**config.mk**
```make
export PLATFORM = sky130hd
export DESIGN_NAME = imem_loader
export DESIGN_NICKNAME = d
export VERILOG_FILES = /design/src/rtl/polirv_pkg.sv /design/src/rtl/imem_array.sv /design/src/rtl/imem_loader.sv
export SDC_FILE = /design/constraint.sdc
export NUM_CORES = 1
export LEC_CHECK = 0
export ABC_AREA = 0
export BUFFER_PORTS_ARGS = -buffer_cell sky130_fd_sc_hd__buf_2
export CAP_MARGIN = 15
export CORE_ASPECT_RATIO = 0.7
export CORE_MARGIN = 2
export CORE_UTILIZATION = 60
export DETAILED_ROUTE_END_ITERATION = 16
export GPL_TIMING_DRIVEN = 0
export PLACE_DENSITY = 0.77
export SLEW_MARGIN = 15
export SYNTH_ARGS = -nofsm -noshare
export SYNTH_HDL_FRONTEND = slang
export SYNTH_HIERARCHICAL = 1
export SYNTH_SLANG_ARGS = --single-unit
```
**constraint.sdc**
```tcl
create_clock -name clk -period 5.3 [get_ports clk]
set_input_delay 1.06 -clock clk [delete_from_list [all_inputs] [get_ports clk]]
set_output_delay 1.06 -clock clk [all_outputs]
set_load 0.02 [all_outputs]
```
**src/rtl/polirv_pkg.sv**
```systemverilog
// Shared definitions for the instruction-memory loader: FSM encoding and byte-lane helpers.
package polirv_pkg;

  // Bytes per 32-bit instruction word.
  localparam int unsigned ByteLanes = 4;

  typedef enum logic [2:0] {
    StIdle,
    StLoad,
    StWrite,
    StFlush,
    StDone
  } ld_state_e;

  // Place a byte into its little-endian lane of a word under assembly.
  function automatic logic [31:0] lane_insert(input logic [31:0] word,
                                              input logic [7:0]  byte_in,
                                              input logic [1:0]  lane);
    return word | (32'(byte_in) << {lane, 3'b000});
  endfunction

endpackage

```
**src/rtl/imem_array.sv**
```systemverilog
// Instruction word storage: one synchronous write port, one asynchronous read port, no reset.
module imem_array #(
  parameter int unsigned WordBits = 4
) (
  input  logic                clk_i,
  input  logic                we_i,
  input  logic [WordBits-1:0] waddr_i,
  input  logic [31:0]         wdata_i,
  input  logic [WordBits-1:0] raddr_i,
  output logic [31:0]         rdata_o
);

  localparam int unsigned Depth = 1 << WordBits;

  logic [31:0] mem_q [Depth];

  // Write port; a same-cycle read of this index still sees the old word.
  always_ff @(posedge clk_i) begin
    if (we_i) begin
      mem_q[waddr_i] <= wdata_i;
    end
  end

  assign rdata_o = mem_q[raddr_i];

endmodule

```
**src/rtl/imem_loader.sv**
```systemverilog
// Byte-stream loader for the instruction memory; holds the core while a session is active.
module imem_loader
  import polirv_pkg::*;
#(
  parameter int unsigned i_addr_bits = 6
) (
  input  logic                   clk,
  input  logic                   rst,
  input  logic [i_addr_bits-1:0] i_mem_addr,
  output logic [31:0]            i_mem_data,
  input  logic                   ld_start,
  input  logic                   ld_valid,
  input  logic [7:0]             ld_data,
  input  logic                   ld_last,
  output logic                   ld_ready,
  output logic                   cpu_hold,
  output logic                   ld_err
);

  localparam int unsigned WordBits = i_addr_bits - 2;
  localparam int unsigned Depth    = 1 << WordBits;
  localparam logic [WordBits:0] PtrMax = (WordBits + 1)'(Depth);
  localparam logic [WordBits:0] PtrOne = (WordBits + 1)'(1);
  localparam logic [1:0]        LastLane = 2'(ByteLanes - 1);

  ld_state_e         state_q, state_d;
  logic [WordBits:0] ptr_q, ptr_d;
  logic [1:0]        cnt_q, cnt_d;
  logic [31:0]       asm_q, asm_d;
  logic              err_q, err_d;
  logic              last_q, last_d;
  logic              wr_en;
  logic              accept;
  logic              full;
  logic              unused_addr_lsbs;

  // Pointer at depth means every word is written; later bytes are dropped.
  assign full             = (ptr_q == PtrMax);
  assign accept           = ld_valid & ld_ready;
  assign unused_addr_lsbs = ^i_mem_addr[1:0];
  assign ld_err           = err_q;

  // Next-state and output decode.
  always_comb begin
    state_d  = state_q;
    ptr_d    = ptr_q;
    cnt_d    = cnt_q;
    asm_d    = asm_q;
    err_d    = err_q;
    last_d   = last_q;
    wr_en    = 1'b0;
    ld_ready = 1'b0;
    cpu_hold = 1'b0;
    unique case (state_q)
      StIdle: begin
        if (ld_start) begin
          state_d = StLoad;
          ptr_d   = '0;
          cnt_d   = '0;
          asm_d   = '0;
          err_d   = 1'b0;
          last_d  = 1'b0;
        end
      end
      StLoad: begin
        ld_ready = 1'b1;
        cpu_hold = 1'b1;
        if (accept) begin
          asm_d = lane_insert(asm_q, ld_data, cnt_q);
          if (full) begin
            err_d = 1'b1;
          end
          if (cnt_q == LastLane) begin
            last_d  = ld_last;
            state_d = StWrite;
          end else begin
            cnt_d = cnt_q + 2'd1;
            if (ld_last) begin
              state_d = StFlush;
            end
          end
        end
      end
      StWrite: begin
        cpu_hold = 1'b1;
        wr_en    = ~full;
        ptr_d    = full ? ptr_q : ptr_q + PtrOne;
        cnt_d    = '0;
        asm_d    = '0;
        state_d  = last_q ? StDone : StLoad;
      end
      StFlush: begin
        cpu_hold = 1'b1;
        wr_en    = ~full;
        cnt_d    = '0;
        asm_d    = '0;
        state_d  = StDone;
      end
      StDone: begin
        cpu_hold = 1'b1;
        state_d  = StIdle;
      end
      default: begin
        state_d = StIdle;
      end
    endcase
  end

  // State register; reset abandons any session in progress.
  always_ff @(posedge clk or posedge rst) begin
    if (rst) begin
      state_q <= StIdle;
      ptr_q   <= '0;
      cnt_q   <= '0;
      asm_q   <= '0;
      err_q   <= 1'b0;
      last_q  <= 1'b0;
    end else begin
      state_q <= state_d;
      ptr_q   <= ptr_d;
      cnt_q   <= cnt_d;
      asm_q   <= asm_d;
      err_q   <= err_d;
      last_q  <= last_d;
    end
  end

  imem_array #(
    .WordBits(WordBits)
  ) u_array (
    .clk_i  (clk),
    .we_i   (wr_en),
    .waddr_i(ptr_q[WordBits-1:0]),
    .wdata_i(asm_q),
    .raddr_i(i_mem_addr[i_addr_bits-1:2]),
    .rdata_o(i_mem_data)
  );

endmodule

```
# Word level (Yosys, flattened, before mapping)
# Memories as Yosys holds them, arrays and structs flattened.
# Cells that the tools add are included.
[word_totals]
n_memories = 1
mem_bits_ro = 0
word_cells = 66
latch_bits = 0
in_bits = 19
ramBits = 512
register_bits = 44
output_inout_bits = 35
[memory_table]
columns = ["name", "depth", "word_bits", "read_ports", "rd_ports_with_merged_regs", "wr", "line_no", "rtl"]
rows = [
  ["u_array.mem_q", 16, 32, 1, 0, 1, "imem_array.sv:15", "logic [31:0] mem_q [Depth];"],
]
[op_classes]
n_reduce_logical = 12
multipliers = 0
eq_ne = 13
magnitude_cmp = 0
n_bitwise = 3
add_sub_neg = 2
muxes = 28
n_div = 0
n_shift = 1
[ops]
columns = ["operator", "count"]
rows = [
  ["$pmux 32 s3", 1],
  ["$mux 32", 2],
  ["$or 32x32->32", 1],
  ["$shl 8x5->32", 1],
  ["$mux 3", 5],
  ["$ne 2x2->1 const B", 6],
  ["$pmux 3 s4", 1],
  ["$reduce_and 4->1", 3],
  ["$mux 1", 10],
  ["$mux 5", 2],
  ["$pmux 5 s2", 1],
  ["$reduce_and 3->1", 3],
  ["$eq 3x2->1 const B", 2],
  ["$mux 2", 3],
  ["$pmux 2 s3", 1],
  ["$add 5x1->5 const B", 1],
  ["$eq 5x5->1 const B", 1],
  ["$pmux 1 s2", 2],
  ["$reduce_bool 2->1", 2],
  ["$reduce_or 4->1", 1],
  ["$eq 3x1->1 const B", 1],
  ["$eq 3x3->1 const B", 1],
  ["$logic_not 3->1", 1],
  ["$ne 3x3->1 const B", 1],
  ["6 further kinds", 6],
]

# Longest topological paths before layout
# Gate-level depths: netlist of run 1.
[depth]
depth_word = 5
mapped_depth = 6
mapped_depth_nobuf = 6

# Cells and area by module
# The synthesis of run 1 kept the hierarchy.
[modules_own_cells]
columns = ["mod", "cells_each", "instances", "seq_area_each_um2", "area_per_inst_um2"]
rows = [
  ["imem_array", 806, 1, 15374.7, 19194.7],
  ["imem_loader", 160, 1, 1101.1, 2010.7],
]

# Worst setup path after synthesis of run 1
# Ideal clock, no wire load.
[synth_timing]
path_kind = "register to register"
from = "reg ptr_q[0]"
to = "mem u_array.mem_q[0][0], enable pin"
setup_time_ps = 461
n_path_buf = 0
stages_incl_launch_ff = 7
arrival_time_ps = 3782
period_less_slack_ps = 4243
required_ps = 4839
slack_ps = 1057
path_cell_list = "dfrtp_1 -> inv_1 -> ha_1 -> nor4bb_1 -> nor2_1 -> or3b_2 -> nor3_1"
[synth_via]
elab_chain_cells = 5
[synth_rtl]
columns = ["element", "line_no", "rtl"]
rows = [
  ["from (decl)", "imem_loader.sv:27", "logic [WordBits:0] ptr_q, ptr_d;"],
  ["from (signal assigned)", "imem_loader.sv:120", "ptr_q <= ptr_d;"],
  ["$eq 5x5->1", "imem_loader.sv:38", "assign full = (ptr_q == PtrMax);"],
  ["$not 1->1", "imem_loader.sv:86, imem_loader.sv:94", ""],
  ["$mux 1", "--", ""],
  ["named net wr_en", "imem_loader.sv:32", "logic wr_en;"],
  ["$mux 1", "imem_array.sv:19", "if (we_i) begin"],
  ["$mux 1 (implied by the code)", "imem_array.sv:20", "mem_q[waddr_i] <= wdata_i;"],
  ["to (decl)", "imem_array.sv:15", ""],
]
# The timed path passes the listed nets, and every way through them passes these cells.

# Worst setup path in the final report of run 1
[layout_timing]
from = "in i_mem_addr[3]"
to = "out i_mem_data[20]"
[layout_via]
elab_chain_cells = 1
[layout_rtl]
columns = ["element", "line_no", "rtl"]
rows = [
  ["from (decl)", "imem_loader.sv:9", "input logic [i_addr_bits-1:0] i_mem_addr,"],
  ["$mem_v2 16x32", "--", ""],
  ["to (decl)", "imem_loader.sv:10", "output logic [31:0] i_mem_data,"],
]
# Every way passes these cells.

==> results of run 1 <==
[routing by layer]
metal	share of wire, %	routed length [um]
met1	41	20100
met2	46	22200
met3	11	5340
met4	2.3	1110
met5	0	0
[worst max path at each step]
stage	start	to	cells past startpoint
6_report	i_mem_addr[3]	i_mem_data[20]	6
3_5_place_dp	i_mem_addr[3]	i_mem_data[20]	6
2_1_floorplan	ptr_q[0]$_DFFE_PP0P_	u_array/mem_q[0][0]$_DFFE_PP_	6
5_1_grt	i_mem_addr[5]	i_mem_data[20]	7
3_3_place_gp	ptr_q[0]$_DFFE_PP0P_	u_array/mem_q[0][7]$_DFFE_PP_	6
4_1_cts	i_mem_addr[3]	i_mem_data[20]	6
[cells in the mapped netlist, types with 4 or more instances]
cell type  count  share of area (%)
a21oi_1        4              0.094
clkbuf_1      17               0.30
nor4b_2        8               0.57
inv_1          7               0.12
edfxtp_1     512                 73
nor2_1        21               0.37
buf_2         15               0.35
nand3_1        4              0.094
nand2b_1       4               0.12
buf_4         10               0.35
buf_1         10               0.18
mux4_2       128                 14
dfrtp_1       44                5.2
a22oi_1       64                2.3
nor3_1         6               0.14
a22o_1        32                1.3
nand2_1       39               0.69
[cells in the final DEF, fill, tap and decap left out, drive strengths merged, types with 9 or more instances in the layout]
cell      n
edfxtp  512
mux4    128
buf     115
clkbuf   85
a22oi    64
dfrtp    44
nand2    39
a22o     32
nor2     21
clkinv   15
inv       9
[worst reg2reg max path, delay by kind of cell (launching register included)]
kind | cells | cell delay [ps]
simple gates | 4 | 1580
buf+inv | 4 | 850
flops | 1 | 650
fa+ha+maj | 1 | 220
[layout make-up]
type | instances | area, sq um | share of cell area, %
flip-flops and latches | 556 | 16500 | 67.9
multi-input cells | 350 | 4560 | 18.8
clock buffers | 68 | 1370 | 5.64
repair buffers | 80 | 729 | 3.00
well taps | 472 | 591 | 2.43
clock inverters | 24 | 273 | 1.12
plain buffers | 52 | 251 | 1.04
inverters | 8 | 30.0 | 0.124
[report_power, final]
part	leakage [nW]	internal (W)	switching, W
Clock	0.803	0.00210	0.00154
Combinational	2.01	0.000382	0.000604
Sequential	5.30	0.00535	0.000440
Total	8.11	0.00783	0.00258
[through the flow]
step	util (%)	setup WS [ps]	hold slack, ps
2_1_floorplan	-	1060	443
6_report	69.9	1120	511
5_1_grt	69.9	1080	525
3_3_place_gp	63.5	-1490	462
4_1_cts	69.9	1150	504
3_5_place_dp	65.2	1170	475
[cell families after synthesis]
group / count (synthesis) / share of synthesized area [%]
multiplexers: 133 / 13.9
flip-flops: 556 / 77.7
XOR/XNOR: 1 / 0.0413
AND/OR/NAND/NOR: 97 / 2.55
buffers and inverters: 60 / 1.33
adder cells (fa/ha/maj): 3 / 0.177
AO/OA/AOI/OAI: 116 / 4.35
[sequential cells by signal, indices dropped and copies added (netlist names)]
| name | cells |
|---|---|
| state_q | 3 |
| cnt_q | 2 |
| ptr_q | 5 |
| last_q | 1 |
| asm_q | 32 |
| ld_err | 1 |
| u_array/mem_q | 512 |
==> results.md, run 1 <==
- Outcome: finished clean
- Ports: 54
- Crit-path cells: buf_2, clkbuf_1, mux4_2, a22oi_1, nand2_1, buf_2
- Initial DRC Count: 1561
- Final net count: 1119
- Period minus WS final: 4180 ps
- Met1 usage: 42.6%
- Hold Vio Cnt, Final: 0
- Worst Hold Class: reg2reg
- Unique masters post-synth: 45
- Die Wd: 229 um
- Global-route wire length before repair: 72500 um
- Filler cells: 2036
- Slowest CP cell: clkbuf_1
- Slew Viols, Final: 0
- Top_reg_cell synth: edfxtp_1
- Total clock sinks: 556
- Deepest clock path buffer count: 3
- Die Height: 161 um
- WHS Endpoint: ptr_q[4]$_DFFE_PP0P_
- Num rows: 57
- DR vias/cell: 6.71
- Worst VDD drop: 0.370 mV
- Setup Buffers After CTS: 0
- Global Route met2 Usage: 40.5%
- Crit path DAT: 3120 ps
- Mapped Area: 0.0212 sq mm
- Fmax: 239 MHz
- CP peak stage delay: 720 ps
- RD Place Congestion: 0.798
- Share of cells above drive strength 1: 29.8%
- Final std cells w/o fill: 1610
- CTS tree: done
- Die ar.: 0.0369 sq mm
- Max Clock Skew: 10.5 ps
- Ys async rst share: 7.91%
- Syn avg cell area: 22.0 sq um
- Pwr Total: 0.0104 W
- Hold path startpoint: ptr_q[4]$_DFFE_PP0P_
- Initial antenna violation count: 0
- ANT cells: 0
- Register area share after synthesis: 77.7%
- Initial core utilization: 61.1%
- Pin count of the biggest net entering global routing: 25
- Syn nets: 988
- CP Buf/Inv Count: 3
- Top cell by count, worst path: buf_2
- Register clock-pin slew on the reported worst setup and hold paths: 60 ps
- TritonCTS buffer count: 49
- CP Data Required Time: 4240 ps
- Clock Tree Root: clkbuf_16
- R2R Path Start: ptr_q[0]$_DFFE_PP0P_
- Unrepaired setup endpoints after global routing: false
- Most Used Layer, Global Route: met1
- Syn Inst Count: 966
- # Max-Cap Violations: 0
- Part of the cycle the worst path needs: 78.9%
- # setup viols final: 0
- Max H-tree Level: 2
- Number of flops mapped to enable cells by yosys: 512
- P&R area growth vs syn: 14.5%
- Global route overflow: 0
- Port Buffers: 49
- Placed insts: 1518
- Fin Setup TNS: 0 ps
- Clk Latency, worst-skew pair: 570 ps
- R2R setup slack: 1690 ps
- Family with the most delay on the worst path: buffers and inverters
- LEAKAGE: 8.11 nW
- Global-route track usage on met3: 5.88%
- DR pass1 iterations: 6
- Placed inst area: 0.0226 sq mm
- Slew headroom: 34.9%
- Reg2Reg Capture Point: u_array/mem_q[4][30]$_DFFE_PP_
- Gr usage total: 27.4%
- Startpoint types: input port
- P per Cell Area: 429 mW/mm^2
- Core Region: 0.0347 sq mm
- Critical path class: in2out
- WL/cell: 30.3 um
- Final ANT Viol Nets: 0
- Synth Warn #: 6
- Post-layout instance area: 0.0243 sq mm
- R2R depth: 9
- Crit path max fanout: 10
- Number of global-route vias before repair: 10900
- Post_cts resized: 0
- # hold bufs at CTS: 0
- WL final: 48800 um
- DP HPWL: 30800 um
- Slew @ Worst Pin: 977 ps
- Hold depth: 1
- Synthesized flop and latch total: 556
- CP Capture Type: output port
- Via count: 10800
- DRC viols: 0
Note: power is estimated with default switching activity, not from simulation.
==> inputs of run 2 (changes only) <==
==> constraint.sdc (replaced) <==
create_clock -name clk -period 3.85 [get_ports clk]
set_input_delay 0.77 -clock clk [delete_from_list [all_inputs] [get_ports clk]]
set_output_delay 0.77 -clock clk [all_outputs]
set_load 0.02 [all_outputs]
==> results.md, run 2 (synthesized netlist as in run 1, its figures left out) <==
- Post_cts resized: 0 (unchanged)
- Pint: 0.0107 W (was 0.00783 W)
- Pin count of the biggest net entering global routing: 31 (was 25)
- # hold bufs at CTS: 0 (unchanged)
- Hold Vio Cnt, Final: 0 (unchanged)
- Register clock-pin slew on the reported worst setup and hold paths: 70 ps (was 60 ps)
- Global route overflow: 0 (unchanged)
- Slowest CP cell: buf_1 (was clkbuf_1)
- R2R setup slack: 420 ps (was 1690 ps)
- Most frequent cells in the layout: edfxtp_1, mux4_2, buf_2, a22oi_1, clkbuf_16 (unchanged)
- Die Height: 161 um (unchanged)
- Number of global-route vias before repair: 10700 (was 10900)
- Total clock sinks: 556 (unchanged)
- R2R depth: 8 (was 9)
- P per Cell Area: 590 mW/mm^2 (was 429 mW/mm^2)
- Initial antenna violation count: 0 (unchanged)
- Final ANT Viol Nets: 0 (unchanged)
- Max H-tree Level: 2 (unchanged)
- ANT cells: 0 (unchanged)
- Setup Buffers After CTS: 0 (unchanged)
- Startpoint types: input port (unchanged)
- RD Place Congestion: 0.773 (was 0.798)
- Part of the cycle the worst path needs: 93.6%
- Slew Viols, Final: 0 (unchanged)
- Most flops, register: u_array/mem_q (unchanged)
- Max FFs per register: 512 (unchanged)
- Slew @ Worst Pin: 1010 ps (was 977 ps)
- WL/cell: 30.6 um (was 30.3 um)
- DRC viols: 0 (unchanged)
- Worst Hold Class: in2async (was reg2reg)
- Crit path max fanout: 10 (unchanged)
- Deepest clock path buffer count: 3 (unchanged)
- WL final: 49200 um (was 48800 um)
- Worst hold margin: 180 ps (was 511 ps)
- Num rows: 57 (unchanged)
- CP Capture Type: output port (unchanged)
- Clk Latency, worst-skew pair: 570 ps (about the same)
- Ports: 54 (unchanged)
- Unrepaired setup endpoints after global routing: false (unchanged)
- Max Clock Skew: 16.8 ps (was 10.5 ps)
- Worst VDD drop: 0.431 mV (was 0.370 mV)
- TritonCTS buffer count: 49 (unchanged)
- Crit path DAT: 2830 ps (was 3120 ps)
- DR pass1 iterations: 5 (was 6)
- Gr usage total: 27.5% (was 27.4%)
- Die ar.: 0.0369 sq mm (unchanged)
- Fmax: 277 MHz
- Top cell by count, worst path: buf_2 (unchanged)
- Sw power: 0.00358 W (was 0.00258 W)
- Initial core utilization: 61.1% (unchanged)
- P&R area growth vs syn: 14.2% (was 14.5%)
- Final setup margin: 245 ps (was 1120 ps)
- Placed insts: 1515 (was 1518)
- Core Region: 0.0347 sq mm (unchanged)
- Outcome: finished clean (unchanged)
- Crit-path cells: buf_2, buf_1, mux4_2, a22oi_1, nand2_1, buf_2 (was buf_2, clkbuf_1, mux4_2, a22oi_1, nand2_1, buf_2)
- CTS tree: done (unchanged)
- Worst slack, placed: 330 ps (was 1170 ps)
- Sw Ratio: 25.1% (was 24.8%)
- Global-route wire length before repair: 72500 um (about the same)
- Die Wd: 229 um (unchanged)
- Clock Tree Root: clkbuf_16 (unchanged)
- # setup viols final: 0 (unchanged)
- Combinational power share: 9.6% (was 9.5%)
- Initial DRC Count: 1507 (was 1561)
- Final std cells w/o fill: 1607 (was 1610)
- Clock share of power: 34.5% (was 35.0%)
- LEAKAGE: 8.08 nW (was 8.11 nW)
- Register share of total power: 55.8% (was 55.6%)
- CP peak stage delay: 790 ps (was 720 ps)
- DP HPWL: 30600 um (was 30800 um)
- Via count: 10800 (about the same)
- # Max-Cap Violations: 0 (unchanged)
- CP Data Required Time: 3080 ps (was 4240 ps)
- Final net count: 1116 (was 1119)
- Slew headroom: 32.5% (was 34.9%)
- Critical path class: in2out (unchanged)
- Commonest non-fill, non-tap cell in the layout: edfxtp_1 (unchanged)
- Port Buffers: 49 (unchanged)
- Biggest regs: u_array/mem_q (512), asm_q (32), ptr_q (5) (unchanged)
- Period minus WS final: 3600 ps
- DR vias/cell: 6.72 (was 6.71)
- Share of cells above drive strength 1: 29.3% (was 29.8%)
-- run 2: layer usage --
metal | routed length (um) | global-route usage [%]
met1 | 20400 | 43.5
met2 | 22600 | 41.1
met3 | 5140 | 5.19
met4 | 999 | 6.09
met5 | 0 | 0
-- run 2: critical path: cells and delay by family --
| kind | cells | cell delay [ps] |
|---|---|---|
| AOI/OAI and AO/OA | 1 | 240 |
| and+or+nand+nor | 1 | 140 |
| buffers and inverters | 3 | 1230 |
| muxes | 1 | 430 |
-- run 2: stage by stage --
step / instance area (sq um) / TNS (ps) / utilization, % / total power (W)
after floorplan: 21200 / -6560 / - / 0.00872
after global placement: 22000 / -690360 / 63.5 / 0.00928
after detailed placement: 22600 / 0 / 65.1 / 0.00944
after CTS: 24200 / 0 / 69.7 / 0.0143
after global routing: 24200 / 0 / 69.7 / 0.0147
final: 24200 / 0 / 69.7 / 0.0143
-- run 2: worst paths after layout --
check                                startpoint                             to
max in group asynchronous                   rst          asm_q[30]$_DFFE_PP0P_
min in group clk                       ld_valid         state_q[1]$_DFFE_PP0P_
setup / recovery                  i_mem_addr[3]                 i_mem_data[24]
hold / removal                              rst           cnt_q[0]$_DFFE_PP0P_
hold reg to reg            ptr_q[4]$_DFFE_PP0P_           ptr_q[4]$_DFFE_PP0P_
setup reg to reg           ptr_q[0]$_DFFE_PP0P_  u_array/mem_q[4][2]$_DFFE_PP_
-- run 2: final cells by class --
type                       count  area, sq um
timing repair buffer          77          692
fill                        2117        10500
multi-input combinational    350         4560
tap                          472          591
sequential                   556        16500
clock buffer                  66         1350
inverter                       8         30.0
buffer                        52          251
clock inverter                26          254
-- run 2: power groups by stage --
stage / logic (W) / registers (W) / clock network [W]
final: 0.00137 / 0.00797 / 0.00493
after global routing: 0.00145 / 0.00806 / 0.00519
after CTS: 0.00136 / 0.00798 / 0.00497
after detailed placement: 0.00134 / 0.00810 / 0
after global placement: 0.00124 / 0.00804 / 0
after floorplan: 0.000890 / 0.00783 / 0
